### config.mk
export PLATFORM = sky130hd
export DESIGN_NAME = bicubic_stream
export DESIGN_NICKNAME = d
export VERILOG_FILES = /design/src/rtl/bicubic_pkg.sv /design/src/rtl/bicubic_weight_gen.sv /design/src/rtl/bicubic_stream.sv
export SDC_FILE = /design/constraint.sdc
export NUM_CORES = 1
export LEC_CHECK = 0
export CAP_MARGIN = 20
export CORE_MARGIN = 2
export CORE_UTILIZATION = 25
export CTS_CLUSTER_SIZE = 25
export DETAILED_ROUTE_END_ITERATION = 12
export PLACE_DENSITY = 0.5
export SYNTH_ARGS = -nofsm -noshare
export SYNTH_HDL_FRONTEND = slang
export SYNTH_HIERARCHICAL = 1
export SYNTH_SLANG_ARGS = --single-unit
### constraint.sdc
create_clock -name clk -period 10.24 [get_ports clk]
set_clock_uncertainty 0.2 [all_clocks]
set_input_delay 1.536 -clock clk [delete_from_list [all_inputs] [get_ports clk]]
set_output_delay 1.536 -clock clk [all_outputs]
set_load 0.02 [all_outputs]
### src/rtl/bicubic_pkg.sv
// Shared constants for the bicubic stream interpolator: widths, states, coefficients.
// Latency: n/a (declarations only).
// Backpressure: n/a.
package bicubic_pkg;

    localparam int PIX_W_DEF  = 8;
    localparam int FRAC_W_DEF = 8;

    // One state per pipeline step; a single transaction walks them in order.
    typedef enum logic [2:0] {
        IDLE = 3'd0,
        POW2 = 3'd1,
        POW3 = 3'd2,
        W01  = 3'd3,
        W23  = 3'd4,
        MAC  = 3'd5,
        OUT  = 3'd6
    } state_e;

    typedef enum logic {
        MODE_CUBIC  = 1'b0,
        MODE_LINEAR = 1'b1
    } mode_e;

    // Catmull-Rom weights in half-units, rows h0..h3, columns over [1, x, x^2, x^3].
    localparam int signed H_COEF [4][4] = '{
        '{ 0, -1,  2, -1},
        '{ 2,  0, -5,  3},
        '{ 0,  1,  4, -3},
        '{ 0,  0, -1,  1}
    };

endpackage

### src/rtl/bicubic_weight_gen.sv
// Produces one pair of tap weights (h0,h1 or h2,h3) in half-units from x, x^2, x^3.
// Latency: combinational.
// Backpressure: none; the caller registers the outputs.
module bicubic_weight_gen
    import bicubic_pkg::*;
#(
    parameter int FRAC_W = FRAC_W_DEF
) (
    input  logic [FRAC_W-1:0]        x_i,
    input  logic [FRAC_W:0]          x2_i,
    input  logic [FRAC_W:0]          x3_i,
    input  logic                     mode_i,
    input  logic                     sel_i,
    output logic signed [FRAC_W+4:0] wa_o,
    output logic signed [FRAC_W+4:0] wb_o
);
    localparam int WW = FRAC_W + 5;
    typedef logic signed [WW-1:0] w_t;

    localparam w_t ONE = w_t'(2**FRAC_W);

    // Exact polynomial weight; small constant multiplies only.
    function automatic w_t poly(input int k, input w_t a, input w_t b, input w_t c);
        return w_t'(H_COEF[k][0]) * ONE + w_t'(H_COEF[k][1]) * a
             + w_t'(H_COEF[k][2]) * b   + w_t'(H_COEF[k][3]) * c;
    endfunction

    w_t xs, x2s, x3s;
    w_t h0, h1, h2, h3;

    assign xs  = w_t'(x_i);
    assign x2s = w_t'(x2_i);
    assign x3s = w_t'(x3_i);

    // Select weight set by mode, then the requested pair.
    always_comb begin
        h0   = '0;
        h1   = '0;
        h2   = '0;
        h3   = '0;
        if (mode_i == MODE_LINEAR) begin
            h1 = (ONE - xs) + (ONE - xs);
            h2 = xs + xs;
        end else begin
            h0 = poly(0, xs, x2s, x3s);
            h1 = poly(1, xs, x2s, x3s);
            h2 = poly(2, xs, x2s, x3s);
            h3 = poly(3, xs, x2s, x3s);
        end
        wa_o = sel_i ? h2 : h0;
        wb_o = sel_i ? h3 : h1;
    end

endmodule

### src/rtl/bicubic_stream.sv
// 4-tap Catmull-Rom / linear interpolator, one transaction in flight at a time.
// Latency: out_valid 5 edges after the input-fire edge; 7-cycle back-to-back period.
// Backpressure: result held in OUT until out_ready; in_ready only in IDLE.
module bicubic_stream
    import bicubic_pkg::*;
#(
    parameter int PIX_W  = PIX_W_DEF,
    parameter int FRAC_W = FRAC_W_DEF
) (
    input  logic                 clk,
    input  logic                 rst,
    input  logic                 in_valid,
    output logic                 in_ready,
    input  logic [4*PIX_W-1:0]   in_pix,
    input  logic [FRAC_W-1:0]    in_frac,
    input  logic                 in_mode,
    output logic                 out_valid,
    input  logic                 out_ready,
    output logic [PIX_W-1:0]     out_pix
);
    localparam int WW = FRAC_W + 5;
    localparam int PB = ((PIX_W > FRAC_W + 1) ? PIX_W : FRAC_W + 1) + 1;
    localparam int PW = WW + PB;
    localparam int SW = PIX_W + FRAC_W + 8;

    typedef logic signed [WW-1:0] w_t;
    typedef logic signed [PB-1:0] b_t;
    typedef logic signed [PW-1:0] p_t;
    typedef logic signed [SW-1:0] s_t;
    typedef logic [FRAC_W:0]      x_t;

    localparam p_t HALF  = p_t'(2**(FRAC_W-1));
    localparam s_t ONE_S = s_t'(2**FRAC_W);

    state_e             state_q, state_d;
    logic [4*PIX_W-1:0] pix_q;
    logic [FRAC_W-1:0]  frac_q;
    logic               mode_q;
    x_t                 x2_q, x3_q;
    w_t                 w0_q, w1_q, w2_q, w3_q;
    s_t                 acc_q;
    logic [PIX_W-1:0]   out_pix_q;

    w_t   op_a, op_c, wa, wb;
    b_t   op_b, op_d;
    p_t   prod_a, prod_b, pow_sum;
    x_t   pow_x;
    s_t   s_full, r;
    logic [PIX_W-1:0] clamp;

    // State register; reset aborts any transaction in flight.
    always_ff @(posedge clk) begin
        if (rst) state_q <= IDLE;
        else     state_q <= state_d;
    end

    // Next state and handshake outputs.
    always_comb begin
        state_d   = state_q;
        in_ready  = (state_q == IDLE);
        out_valid = (state_q == OUT);
        case (state_q)
            IDLE:    if (in_valid) state_d = POW2;
            POW2:    state_d = POW3;
            POW3:    state_d = W01;
            W01:     state_d = W23;
            W23:     state_d = MAC;
            MAC:     state_d = OUT;
            OUT:     if (out_ready) state_d = IDLE;
            default: state_d = IDLE;
        endcase
    end

    // Two shared multipliers: powers of x first, then tap products in W23/MAC.
    always_comb begin
        op_a = '0;
        op_b = '0;
        op_c = '0;
        op_d = '0;
        case (state_q)
            POW2: begin op_a = w_t'(frac_q); op_b = b_t'(frac_q); end
            POW3: begin op_a = w_t'(x2_q);   op_b = b_t'(frac_q); end
            W23: begin
                op_a = w0_q; op_b = b_t'(pix_q[0*PIX_W +: PIX_W]);
                op_c = w1_q; op_d = b_t'(pix_q[1*PIX_W +: PIX_W]);
            end
            MAC: begin
                op_a = w2_q; op_b = b_t'(pix_q[2*PIX_W +: PIX_W]);
                op_c = w3_q; op_d = b_t'(pix_q[3*PIX_W +: PIX_W]);
            end
            default: ;
        endcase
    end

    assign prod_a  = p_t'(op_a) * p_t'(op_b);
    assign prod_b  = p_t'(op_c) * p_t'(op_d);
    assign pow_sum = prod_a + HALF;
    assign pow_x   = x_t'(pow_sum >> FRAC_W);

    // Final sum, round-half-up by arithmetic shift, clamp to pixel range.
    always_comb begin
        s_full = acc_q + s_t'(prod_a) + s_t'(prod_b);
        r      = (s_full + ONE_S) >>> (FRAC_W + 1);
        if (r[SW-1])              clamp = '0;
        else if (|r[SW-2:PIX_W])  clamp = '1;
        else                      clamp = r[PIX_W-1:0];
    end

    bicubic_weight_gen #(.FRAC_W(FRAC_W)) u_wgen (
        .x_i    (frac_q),
        .x2_i   (x2_q),
        .x3_i   (x3_q),
        .mode_i (mode_q),
        .sel_i  (state_q == W23),
        .wa_o   (wa),
        .wb_o   (wb)
    );

    // Datapath registers, each loaded in its own step of the sequence.
    always_ff @(posedge clk) begin
        if (rst) begin
            pix_q     <= '0;
            frac_q    <= '0;
            mode_q    <= 1'b0;
            x2_q      <= '0;
            x3_q      <= '0;
            w0_q      <= '0;
            w1_q      <= '0;
            w2_q      <= '0;
            w3_q      <= '0;
            acc_q     <= '0;
            out_pix_q <= '0;
        end else begin
            case (state_q)
                IDLE: if (in_valid) begin
                    pix_q  <= in_pix;
                    frac_q <= in_frac;
                    mode_q <= in_mode;
                end
                POW2: x2_q <= pow_x;
                POW3: x3_q <= pow_x;
                W01: begin
                    w0_q <= wa;
                    w1_q <= wb;
                end
                W23: begin
                    w2_q  <= wa;
                    w3_q  <= wb;
                    acc_q <= s_t'(prod_a) + s_t'(prod_b);
                end
                MAC:     out_pix_q <= clamp;
                default: ;
            endcase
        end
    end

    assign out_pix = out_pix_q;

endmodule

# After elaboration in Yosys (flattened, before gate mapping)

Cells that the tools add are included.
Widths: inputs -> output; s select.

Register bits after elaboration: 146
Input bits: 45
Output and inout port bits: 10
Word-level logic and storage cells: 63

Add/subtract/negate cells: 18
Multiply operators: 5
Eq/ne operators: 8
Multiplexer cells: 15
Reductions and logical operators: 5

Operators with widths:

| kind                   | count |
|---|---|
| $mux 13                | 6 |
| $add 13x13->13         | 4 |
| $pmux 13 s4            | 1 |
| $add 24x22->24         | 2 |
| $mul 13x9->22          | 2 |
| $neg 9->13             | 2 |
| $pmux 13 s2            | 1 |
| $add 24x10->24 const B | 1 |
| $pmux 8 s3             | 1 |
| $add 22x22->23         | 1 |
| $pmux 3 s7             | 1 |
| $add 17x9->17 const B  | 1 |
| $mux 8                 | 2 |
| $pmux 8 s2             | 1 |
| $add 11x13->13 const A | 1 |
| $add 13x10->13         | 1 |
| $add 13x11->13         | 1 |
| $mul 3x10->13 const A  | 1 |
| $mul 4x10->13 const A  | 1 |
| $neg 8->13             | 1 |
| $add 8x11->12          | 1 |
| $mul 2x9->11 const A   | 1 |
| $sub 9x8->10 const A   | 1 |
| $add 8x8->9            | 1 |
| other kinds (10)       | 15 |

# Depth between registers and ports, before layout

Word-level depth: 10
Mapped depth: 38
Depth with buffers taken out: 35

# Cells and area by module

The synthesis kept the hierarchy.

Modules (own cells, without submodules):

| module             | times used | cells an instance | area an instance (um2) | sequential area each (um2) |
|---|---|---|---|---|
| bicubic_stream     | 1          | 2108              | 16824.9                | 2902.8 |
| bicubic_weight_gen | 1          | 525               | 4093.9                 | 0.0 |

# Worst setup path after synthesis

No wires, ideal clock.

Path kind: flip-flop to flip-flop
From: reg state_q[1]
To: reg out_pix_q[0], in the netlist out_pix[0]
Setup time: 74 ps
Arrival time: 8598 ps
Data required time: 9966 ps
Slack: 1367 ps
Stages on the path, launching flop included: 37
Path buffers: 4
Period minus slack after synthesis: 8873 ps
Path through: dfxtp_1 > buf_2 > and2b_2 > and2_0 > clkbuf_1 > buf_1 > clkbuf_1 > a22o_1 > nand2_1 > fa_1 > inv_1 > fa_1 > inv_1 > fa_1 > fa_1 > inv_1 > ha_1 > a21oi_1 > o22ai_1 > o41a_1 > a21o_1 > a21o_1 > a21o_1 > a21o_1 > xnor2_1 > fa_1 > inv_1 > ha_1 > ha_1 > a21o_1 > a21o_1 > a21oi_1 > nor2b_1 > o31ai_1 > a21oi_1 > or4_4 > o21ai_0

Cells in the longest elaborated chain, start to end: 10
Elaborated cells on any way between the ends: 17
Classes of those cells: add/sub (3); mul (2); eq/ne (4); mux (6); reduce/logical (2)

Ends and longest elaborated chain:

| item                                     | line                  | RTL |
|---|---|---|
| from (decl)                              | bicubic_stream.sv:35  | `state_e state_q, state_d;` |
| from (signal assigned)                   | bicubic_stream.sv:54  | `else state_q <= state_d;` |
| $eq 3x2->1 or $eq 3x1->1 (tied branches) | bicubic_stream.sv:80  | `case (state_q)` |
| $reduce_or 2->1 (no source line)         | -                     |  |
| $pmux 8 s3                               | bicubic_stream.sv:80  |  |
| $mul 13x9->22                            | bicubic_stream.sv:95  | `assign prod_a = p_t'(op_a) * p_t'(op_b);` |
| $add 24x22->24 (2 in series)             | bicubic_stream.sv:102 | `s_full = acc_q + s_t'(prod_a) + s_t'(prod_b);` |
| $add 24x10->24                           | bicubic_stream.sv:103 | `r = (s_full + ONE_S) >>> (FRAC_W + 1);` |
| $reduce_or 7->1                          | bicubic_stream.sv:105 | `else if (\|r[SW-2:PIX_W]) clamp = '1;` |
| $mux 8                                   | bicubic_stream.sv:105 |  |
| $mux 8                                   | bicubic_stream.sv:104 | `if (r[SW-1]) clamp = '0;` |
| to (signal assigned)                     | bicubic_stream.sv:151 | `MAC: out_pix_q <= clamp;` |
| to (decl)                                | bicubic_stream.sv:42  | `logic [PIX_W-1:0] out_pix_q;` |

Several ways; a longest one is shown, not always the timed one.
A chain may end at the register's enable or synchronous reset.

# Worst setup path after layout

From: reg state_q[1]
To: reg out_pix_q[3], in the netlist out_pix[3]

The elaborated chain is that of the path after synthesis.

==> results by group <==
Drt
  – DRC violation total after the first TritonRoute iteration: 831
  – Vias: 17310
  – Count of unresolved DRC violations after routing: 0
  – Drt wl/cell: 15.92 um
  – Drt pass-1 iters: 7
  – Number of nets with antenna violations after detailed routing: 0
  – Routed Wire Length: 59850 um
  – Avg Vias per Cell: 4.605

Setup path
  – Startpoint of the worst register-to-register path: state_q[1]
  – Critical setup path kind: reg -> reg
  – Max stage delay cell, worst path: a221oi_1
  – End point of the critical path: out_pix[3]
  – Logic depth of the worst register-to-register path: 32
  – Crit path capture type: flop
  – Peak per-stage delay on the critical path: 0.65 ns
  – Worst flop-to-flop path endpoint: out_pix[3]
  – Nature of the critical path startpoint: flop
  – Largest fanout of any net on the critical path: 20
  – Crit-path most repeated cell: fa_1
  – Register-to-register setup slack: 0.77 ns
  – Required time of the critical path: 10.43 ns
  – Launch point of the worst path: state_q[1]
  – CP arrival: 9.66 ns

Pwr
  – IR Drop Worst-Case VDD: 111.3 uV
  – Reported leakage power: 11.00 nW
  – Design Power: 0.001989 W
  – Total power divided by cell area: 84.63 mW/mm2

Yosys
  – Post-synthesis instance total: 2633
  – Fraction of registers with async set or reset after synthesis: 0
  – Flops & latches, synth: 145
  – Sequential-to-total area share from yosys stat: 0.1388
  – Count of flip-flops with a built-in enable after synthesis: 0
  – Post-Syn Nets: 3156
  – Post-Synthesis Cell Area: 0.02092 mm2
  – Post-synthesis area per instance: 7.945 um2
  – Number of distinct library cells after synthesis: 88
  – Yosys warns: 6
  – Post-synth top flop: dfxtp_1

Final layout
  – Fraction of final layout cells with drive strength greater than 1: 0.05000
  – Final core area utilization: 0.2821
  – Final nets: 3190
  – Count of fill cells added during filler insertion: 9140
  – Leading cell types in the layout, fill and taps excluded: 461 x inv_1, 341 x nand2_1, 250 x ha_1
  – Area Growth Syn to Fin: 12.34%
  – Most common cell after layout, fill and taps aside: inv_1
  – Antenna cell count: 0
  – Multi-input gate area in the final layout: 0.01594 mm2
  – Sequential Area: 0.002904 mm2

GRT
  – Total overflow reported by the global router: 0
  – Most utilized layer in the global route result: met2
  – Global-route met3 utilization: 0.02103
  – Largest net degree at the start of global routing: 93
  – Number of antenna violations at the first check in global routing: 0
  – Met2 routing resource usage after global routing: 0.2298
  – Global-route wire length before repair: 96860 um
  – Total Routing Usage GR: 0.1422
  – Met1 Resource Use GR: 0.1993
  – Number of global-route vias before repair: 17510

Placement
  – Final HPWL from detailed placement: 49830 um
  – Final weighted congestion in routability-driven placement: 0.9048
  – Input/output buffers: 54

STA
  – Final critical path time including I/O delays and setup: 9.474 ns
  – Share of the clock period used by the worst path: 0.9252
  – RSZ-0062 raised after global routing: false
  – Setup TNS: 0 ns
  – Number of endpoints with negative hold slack in the final report: 0
  – Worst slew pin tran: 1.034 ns
  – Max Slew Vio Count: 0
  – Final worst hold slack: 0.2513 ns
  – Final setup violation count: 0
  – Relative slew slack: 0.3108
  – Upper clock frequency limit: 0.1056 GHz

CTS
  – Clock tree from TritonCTS: built
  – Deepest level of the CTS H-tree: 4
  – TritonCTS sink count: 145
  – CTS Root Buffer Type: clkbuf_16
  – Clock buffer count from CTS: 17
  – Clock transition time at the flip-flop clock pins of the worst setup and hold paths: 0.07 ns
  – Clock insertion delay at the later pin of the skew report: 0.47 ns
  – Maximum count of clock buffers along a single path: 2

Flow run
  – Max-cap violations: 0

Floorplanning
  – Die area: 0.08600 mm2
  – Placeable core region: 0.08329 mm2
  – Count of pins on the block boundary: 55
  – Starting utilization of the core area: 0.2512
  – Die boundary height: 293.3 um
  – Site row count: 106
  – Die width: 293.3 um

Run status
  – Run status: finished, final reports clean

Hold path
  – HP Class: reg -> reg
==> logic make-up (layout without fill, tap and decap cells) <==
family,Yosys count,count (layout),share of synthesized area
buffers and inverters,553,600,0.09995
flip-flops,145,145,0.1388
AO/OA/AOI/OAI,522,522,0.1645
multiplexers,22,22,0.01154
AND/OR/NAND/NOR,810,810,0.1744
adder cells (fa/ha/maj),478,478,0.3677
XOR/XNOR,103,103,0.04312
==> worst max-delay path: cells and delay by family (launching register included) <==
kind / cells / cell delay (ns)
buf+inv: 5 / 0.55
flops: 1 / 0.44
compound gates: 11 / 2.69
simple gates: 8 / 2.13
fa+ha+maj: 8 / 3.36
==> sequential cells by signal, summed over array words and instances, names as in the netlist <==
| register | count |
|---|---|
| state_q | 3 |
| out_pix | 8 |
| x3_q | 9 |
| acc_q | 23 |
| pix_q | 32 |
| frac_q | 8 |
| w3_q | 13 |
| x2_q | 9 |
| w1_q | 13 |
| mode_q | 1 |
| w2_q | 13 |
| w0_q | 13 |
==> worst min-delay path by stage <==
stage / cells past startpoint / end / startpoint
2_1_floorplan: 2 / acc_q[5] / acc_q[5]
3_3_place_gp: 2 / acc_q[7] / acc_q[7]
3_5_place_dp: 2 / pix_q[20] / pix_q[20]
4_1_cts: 2 / pix_q[20] / pix_q[20]
5_1_grt: 2 / w2_q[4] / w2_q[4]
6_report: 2 / pix_q[20] / pix_q[20]
==> through the flow <==
| step | cells | cell area, um2 | setup slack [ns] |
|---|---|---|---|
| final | 3760 | 23500 | 0.7661 |
| after global routing | 3760 | 23500 | 0.1514 |
| after CTS | 3760 | 23490 | 0.4578 |
| after detailed placement | 3728 | 22880 | 0.5167 |
| after global placement | 3728 | 22880 | 0.6268 |
| after floorplan | 2633 | 20920 | 1.367 |
==> report_power, final <==
group / switching (W) / internal, W / total [W] / leakage [nW]
Sequential: 0.0000344 / 0.000587 / 0.000621 / 1.18
Clock: 0.000304 / 0.000372 / 0.000676 / 0.301
Combinational: 0.000411 / 0.000280 / 0.000692 / 9.52
==> layout make-up <==
cell class,instances,area share
multi-input combinational,1935,0.6783
sequential,145,0.1236
inverter,463,0.07411
tap,1080,0.05750
timing repair buffer,105,0.04025
clock buffer,17,0.01810
clock inverter,15,0.008199
==> timing repair <==
item                                    in CTS  in global routing
buffers inserted                             0                  0
endpoints found under the setup margin       0                  8
gates resized for setup                      0                  2
hold buffers                                 0                  0
==> synthesized netlist by cell type (all sizes together), types with 9 or more instances <==
master  count  area, um2
a211oi     26      200.2
nor2      231      867.1
nor2b      31      193.9
nand3      29      150.1
xnor2      65      569.3
o31ai      10      75.07
ha        250       3128
and3       13      82.58
nand3b     10      78.82
fa        228       4564
o22ai      14      87.58
xor2       38      332.8
clkbuf     77      289.0
nand4       9      56.30
a22oi      22      165.2
inv       462       1737
a21oi     184      920.9
a31oi      10      77.57
o311ai     10      95.10
a21o       36      274.0
mux2i      11      110.1
or3        19      128.9
or2        11      68.82
a22o       27      236.5
nand2     341       1280
a221oi      9      78.83
nand2b     36      225.2
dfxtp     145       2903
and2       18      112.6
buf        13      61.31
o21a       26      195.2
o21ai      77      385.4
nor3       34      170.2
mux2       11      131.4
==> metal layers <==
layer | share of wire | vias to the layer above
li1 | - | 8699
met1 | 0.50 | 8275
met2 | 0.45 | 301
met3 | 0.040 | 39
met4 | 0.016 | 0
met5 | 0 | -
(Power assumes the default switching activity.)
